<file path="config.mk">
export PLATFORM = sky130hd
export DESIGN_NAME = md5_padder
export DESIGN_NICKNAME = d
export VERILOG_FILES = /design/src/rtl/md5_pkg.sv /design/src/rtl/md5_word_slot.sv /design/src/rtl/md5_padder.sv
export SDC_FILE = /design/constraint.sdc
export NUM_CORES = 1
export LEC_CHECK = 0
export ABC_AREA = 1
export CAP_MARGIN = 20
export CORE_UTILIZATION = 44
export DETAILED_ROUTE_END_ITERATION = 6
export SLEW_MARGIN = 20
export SYNTH_ARGS = -nofsm -noshare
export SYNTH_HDL_FRONTEND = slang
export SYNTH_SLANG_ARGS = --single-unit
</file>
<file path="constraint.sdc">
create_clock -name clk_i -period 4.85 [get_ports clk_i]
set_input_delay 0.7275 -clock clk_i [delete_from_list [all_inputs] [get_ports clk_i]]
set_output_delay 0.7275 -clock clk_i [all_outputs]
set_load 0.005 [all_outputs]
</file>
<file path="src/rtl/md5_pkg.sv">
// Shared definitions for the MD5 message padder: FSM states, block geometry,
// and a byte-lane insert helper for little-endian word assembly.
package md5_pkg;

  typedef enum logic [2:0] {
    DATA   = 3'd0,
    PAD    = 3'd1,
    ZERO   = 3'd2,
    LEN_LO = 3'd3,
    LEN_HI = 3'd4
  } pad_state_e;

  localparam int unsigned MD5_BLK_WORDS = 16;
  localparam logic [5:0]  MD5_LEN_BC    = 6'd56;
  localparam logic [7:0]  MD5_PAD_BYTE  = 8'h80;

  function automatic logic [31:0] put_byte(input logic [31:0] word,
                                           input logic [1:0]  off,
                                           input logic [7:0]  b);
    logic [31:0] res;
    res = word;
    case (off)
      2'd0:    res[7:0]   = b;
      2'd1:    res[15:8]  = b;
      2'd2:    res[23:16] = b;
      2'd3:    res[31:24] = b;
      default: res        = word;
    endcase
    return res;
  endfunction

endpackage

</file>
<file path="src/rtl/md5_word_slot.sv">
// One-entry output register with valid/ready handshake and block sideband.
// free_o tells the producer a load this cycle will not overwrite a pending word.
module md5_word_slot (
  input  logic        clk_i,
  input  logic        rst_i,
  input  logic        load_i,
  input  logic [31:0] word_i,
  input  logic [3:0]  idx_i,
  input  logic        first_i,
  input  logic        last_i,
  input  logic        ready_i,
  output logic [31:0] word_o,
  output logic        valid_o,
  output logic [3:0]  idx_o,
  output logic        first_o,
  output logic        last_o,
  output logic        free_o
);

  logic [31:0] word_q;
  logic        valid_q;
  logic [3:0]  idx_q;
  logic        first_q;
  logic        last_q;

  // Slot contents: loaded by the padder, released on the consumer handshake.
  always_ff @(posedge clk_i or posedge rst_i) begin
    if (rst_i) begin
      word_q  <= 32'd0;
      valid_q <= 1'b0;
      idx_q   <= 4'd0;
      first_q <= 1'b0;
      last_q  <= 1'b0;
    end else if (load_i) begin
      word_q  <= word_i;
      valid_q <= 1'b1;
      idx_q   <= idx_i;
      first_q <= first_i;
      last_q  <= last_i;
    end else if (valid_q && ready_i) begin
      valid_q <= 1'b0;
    end else begin
      valid_q <= valid_q;
    end
  end

  assign free_o  = !valid_q || ready_i;
  assign word_o  = word_q;
  assign valid_o = valid_q;
  assign idx_o   = idx_q;
  assign first_o = first_q;
  assign last_o  = last_q;

endmodule

</file>
<file path="src/rtl/md5_padder.sv">
// MD5 front end: packs message bytes little-endian into words, appends the
// 0x80 / zero-fill / 64-bit bit-length padding and emits 16-word blocks.
module md5_padder
  import md5_pkg::*;
(
  input  logic        clk_i,
  input  logic        rst_i,
  input  logic [7:0]  data_i,
  input  logic        valid_i,
  input  logic        last_i,
  output logic        ready_o,
  output logic [31:0] word_o,
  output logic        word_valid_o,
  input  logic        word_ready_i,
  output logic [3:0]  word_idx_o,
  output logic        blk_first_o,
  output logic        blk_last_o
);

  pad_state_e  state_q;
  logic [5:0]  bc_q;
  logic [60:0] len_q;
  logic [31:0] asm_q;
  logic        first_q;

  logic        slot_free_s;
  logic        step_ok_s;
  logic        step_s;
  logic [7:0]  step_byte_s;
  logic        load_s;
  logic [31:0] load_word_s;
  logic [3:0]  load_idx_s;
  logic        load_last_s;
  logic [5:0]  bc_inc_s;
  logic [63:0] bitlen_s;
  logic [31:0] asm_d;

  assign bitlen_s = {len_q, 3'b000};
  assign bc_inc_s = bc_q + 6'd1;
  assign asm_d    = put_byte(asm_q, bc_q[1:0], step_byte_s);

  // A byte only blocks when it would complete a word and the slot stays full.
  always_comb begin
    step_ok_s   = (bc_q[1:0] != 2'd3) || slot_free_s;
    step_s      = 1'b0;
    step_byte_s = 8'h00;
    load_s      = 1'b0;
    load_word_s = asm_d;
    load_idx_s  = bc_q[5:2];
    load_last_s = 1'b0;
    case (state_q)
      DATA: begin
        step_s      = valid_i && step_ok_s;
        step_byte_s = data_i;
      end
      PAD: begin
        step_s      = step_ok_s;
        step_byte_s = MD5_PAD_BYTE;
      end
      ZERO: begin
        step_s      = step_ok_s;
        step_byte_s = 8'h00;
      end
      LEN_LO: begin
        load_s      = slot_free_s;
        load_word_s = bitlen_s[31:0];
        load_idx_s  = 4'd14;
      end
      LEN_HI: begin
        load_s      = slot_free_s;
        load_word_s = bitlen_s[63:32];
        load_idx_s  = 4'd15;
        load_last_s = 1'b1;
      end
      default: begin
        step_s = 1'b0;
      end
    endcase
    if (step_s && (bc_q[1:0] == 2'd3)) begin
      load_s = 1'b1;
    end else begin
      load_s = load_s;
    end
  end

  assign ready_o = (state_q == DATA) && step_ok_s;

  // Padder FSM, block byte counter, message length and word assembly.
  always_ff @(posedge clk_i or posedge rst_i) begin
    if (rst_i) begin
      state_q <= DATA;
      bc_q    <= 6'd0;
      len_q   <= 61'd0;
      asm_q   <= 32'd0;
      first_q <= 1'b1;
    end else begin
      if (step_s) begin
        bc_q  <= bc_inc_s;
        asm_q <= (bc_q[1:0] == 2'd3) ? 32'd0 : asm_d;
      end else begin
        bc_q  <= bc_q;
      end
      if (load_s) begin
        first_q <= 1'b0;
      end else begin
        first_q <= first_q;
      end
      case (state_q)
        DATA: begin
          if (step_s) begin
            len_q <= len_q + 61'd1;
            if (last_i) state_q <= PAD;
          end
        end
        PAD: begin
          if (step_s) state_q <= (bc_inc_s == MD5_LEN_BC) ? LEN_LO : ZERO;
        end
        ZERO: begin
          if (step_s && (bc_inc_s == MD5_LEN_BC)) state_q <= LEN_LO;
        end
        LEN_LO: begin
          if (slot_free_s) begin
            bc_q    <= 6'd60;
            state_q <= LEN_HI;
          end
        end
        LEN_HI: begin
          // Word 15 leaves; the next accepted word starts a fresh message.
          if (slot_free_s) begin
            bc_q    <= 6'd0;
            len_q   <= 61'd0;
            first_q <= 1'b1;
            state_q <= DATA;
          end
        end
        default: state_q <= DATA;
      endcase
    end
  end

  md5_word_slot u_slot (
    .clk_i   (clk_i),
    .rst_i   (rst_i),
    .load_i  (load_s),
    .word_i  (load_word_s),
    .idx_i   (load_idx_s),
    .first_i (first_q),
    .last_i  (load_last_s),
    .ready_i (word_ready_i),
    .word_o  (word_o),
    .valid_o (word_valid_o),
    .idx_o   (word_idx_o),
    .first_o (blk_first_o),
    .last_o  (blk_last_o),
    .free_o  (slot_free_s)
  );

endmodule
</file>
==> results.json <==
{
  "drtIter0Drc": 667,
  "grt_pass1_wl_um": 40120,
  "critical_path.max_stage_delay_ps": 770,
  "fin_area_sq_um": 9388,
  "die-area_sq_um": 19150,
  "syn_avg_cell_area_sq_um": 6.842,
  "drv_slew": 0,
  "synth.distinct_cells": 35,
  "gp_congestion": 0.9673,
  "ys.warnings.count": 0,
  "diodes": 0,
  "fin_crit_sh": 0.6924,
  "hold_viol": 0,
  "grt_max_degree": 96,
  "cts.path.max_buffers": 2,
  "reg2reg_slack_ps": 1630,
  "vias": 7850,
  "power_density_nw_per_um2": 591.3,
  "critPathMaxFanout": 38,
  "synth_compound_area_frac": 0.1269,
  "wire_per_inst_um": 17.34,
  "drive_gt1_frac": 0.04907,
  "violations": "DRC",
  "skew_ps": 14.65,
  "synthSimpleGateAreaFrac": 0.3419,
  "synthCells": 1196,
  "synth_xor_xnor_area_share": 0.005352,
  "worstReg2RegStart": "state_q[0]",
  "endpoint_kind": "flip-flop",
  "synth_fa_ha_area_frac": 0.009174,
  "hp-start": "first_q",
  "grt_antenna_before_repair": 0,
  "ios": 53,
  "critPathArrivalTime_ps": 3650,
  "hold_ws_ps": 468.5,
  "cts.reportedPaths.clkPinSlew_ps": 70,
  "synthesis.area_sq_um": 8183,
  "viasPerCell": 5.333,
  "grt_usage": 0.2741,
  "leakage_nw": 4.212,
  "rows": 49,
  "ys_seq_area_frac": 0.4344,
  "whs_endpoint": "first_q",
  "yosysTopAreaCell": "dfrtp_1",
  "muxShareOfSynthArea": 0,
  "reg2regPathDepth": 9,
  "syn2layout_area_growth_pct": 14.72,
  "dpl.hpwl_um": 18460,
  "coreArea_sq_um": 18090,
  "ant_nets": 0,
  "drtPass1Iterations": 7,
  "synth_area_leaders": "dfrtp_1, nand2_1, nor2_1, o21ai_0, inv_1",
  "maxCapViolations": 0,
  "root_buffer": "clkbuf_16",
  "cp_slowest_cell": "nor2_4",
  "post_cts_buffers": 0,
  "r2r_end": "u_slot.word_o[8]",
  "start_util": 0.4524,
  "cp.required_ps": 5140,
  "critPathKind": "in -> reg",
  "setup_tns_ps": 0,
  "routed_wl_um": 25530,
  "synth_top_cell_area_share": 0.4312,
  "cts-buffers-inserted": 17,
  "run_status": "finished with violations",
  "ys_seq_elements": 142,
  "fp.dieW_um": 138.4,
  "rsz0062_at_grt": "no",
  "setup_violations": 0,
  "portBuffers": 52,
  "cts_tree": "built",
  "max_clock_freq_mhz": 297.8,
  "max_slew_margin": 0.3746,
  "worstSetupStartpointType": "input port",
  "hp-class": "reg -> reg",
  "numClockSinks": 142,
  "fp.dieH_um": 138.4,
  "synth_top_family_by_area": "simple AND/OR/NAND/NOR gates",
  "nNetsFinal": 1249,
  "synth_fp_nets": 1215,
  "final_period_minus_worst_setup_slack_ps": 3358,
  "placed_area_sq_um": 8840,
  "htreeDepth": 4,
  "grt_overflow": 0,
  "cts-resized-gates": 0,
  "min_path_cells": 2,
  "drc_errors": 12,
  "clk_latency_ps": 430,
  "cp-startpoint": "word_ready_i",
  "fill_cells": 1846,
  "crit_chain": "clkdlybuf4s50_1, nor2_2, nor2_4, inv_4, nand2_1, nor2_4, inv_2, nand2_1, o211ai_1",
  "grt_pass1_vias": 7199,
  "cts-hold-fix-buffers": 0,
  "ir_worst_vdd_mv": 0.3560,
  "worst_slew_pin_slew_ps": 935.9
}
cell type report:
class,count,area (sq um),share of cell area
multi-input cells,889,3955,0.4213
flip-flops and latches,142,3555,0.3786
repair buffers,58,578.1,0.06158
inverters,122,465.4,0.04958
clock buffers,20,446.7,0.04758
well taps,229,286.5,0.03052
clock inverters,12,101.3,0.01080
worst max-delay path by stage:
stage / end / slack (ps)
after floorplan: asm_q[0] / 310
after global placement: u_slot.word_o[8] / 1080
after detailed placement: u_slot.idx_o[0] / 1030
after CTS: u_slot.idx_o[0] / 1470
after global routing: u_slot.word_o[16] / 1240
final: u_slot.word_o[8] / 1490
cell usage after synthesis:
cell type,count
a21oi_1,35
a21oi_2,1
a22oi_1,1
a31oi_1,2
and2_1,1
buf_2,8
buf_4,5
buf_6,3
clkbuf_1,27
dfrtp_1,141
dfstp_2,1
ha_1,6
inv_1,116
inv_2,5
inv_4,1
nand2_1,384
nand2_2,4
nand2_4,1
nand3_1,59
nand3b_1,1
nand4_1,29
nor2_1,181
nor2_2,5
nor2_4,5
nor3_1,10
nor4_1,1
o211ai_1,4
o21a_1,1
o21ai_0,124
o21ai_1,4
o21bai_1,1
o221ai_1,2
o22ai_1,21
or2_2,1
xor2_1,5
through the flow:
stage	total power [mW]	worst slack (ps)	utilization	std cells
after detailed placement	4.303	1031	0.4888	1440
after CTS	5.562	1465	0.5191	1472
after global routing	5.968	1236	0.5191	1472
final	5.551	1492	0.5191	1472
after global placement	4.279	1075	0.4888	1440
after floorplan	3.486	314.6	-	1196
metal layers:
metal / up-vias / track usage / share of wire
met2: 280 / 0.4168 / 0.45
met5: - / 0 / 0
li1: 3901 / - / -
met3: 33 / 0.04780 / 0.068
met1: 3636 / 0.3978 / 0.46
met4: 0 / 0.08220 / 0.023
cell families after synthesis:
family                     Yosys count
AOI/OAI and AO/OA                  196
and+or+nand+nor                    682
DFF                                142
buffers and inverters              165
xor gates and xnor gates             5
adders and majority gates            6
cell usage in the layout (no fill, tap or decap), drive strengths merged:
| cell | netlist | final |
|---|---|---|
| nand2 | 389 | 389 |
| ha | 6 | 6 |
| dfstp | 1 | 1 |
| and2 | 1 | 1 |
| o21a | 1 | 1 |
| or2 | 1 | 1 |
| o21bai | 1 | 1 |
| nand4 | 29 | 29 |
| o22ai | 21 | 21 |
| a21oi | 36 | 36 |
| clkdlybuf4s50 | 0 | 52 |
| nand3b | 1 | 1 |
| clkinvlp | 0 | 4 |
| nor2 | 191 | 191 |
| inv | 122 | 129 |
| o21ai | 128 | 128 |
| dfrtp | 141 | 141 |
| xor2 | 5 | 5 |
| a22oi | 1 | 1 |
| o211ai | 4 | 4 |
| nor4 | 1 | 1 |
| o221ai | 2 | 2 |
| buf | 16 | 6 |
| clkinv | 0 | 1 |
| clkbuf | 27 | 20 |
| a31oi | 2 | 2 |
| nand3 | 59 | 59 |
| nor3 | 10 | 10 |
critical path: cells and delay by family:
family,cells,cell delay [ps]
AO/OA/AOI/OAI,1,90
AND/OR/NAND/NOR,5,1530
buffers and inverters,3,1280
flip-flops by register name, indices dropped and copies added, names as in the netlist:
name	count
u_slot.last_o	1
u_slot.valid_o	1
len_q	61
bc_q	6
u_slot.first_o	1
u_slot.word_o	32
first_q	1
state_q	3
asm_q	32
u_slot.idx_o	4
where the power goes:
group | total (mW) | internal (mW) | switching (mW)
logic | 2.36 | 0.771 | 1.59
registers | 1.94 | 1.58 | 0.359
clock network | 1.25 | 0.682 | 0.569
Note: power is estimated with default switching activity, not from simulation.
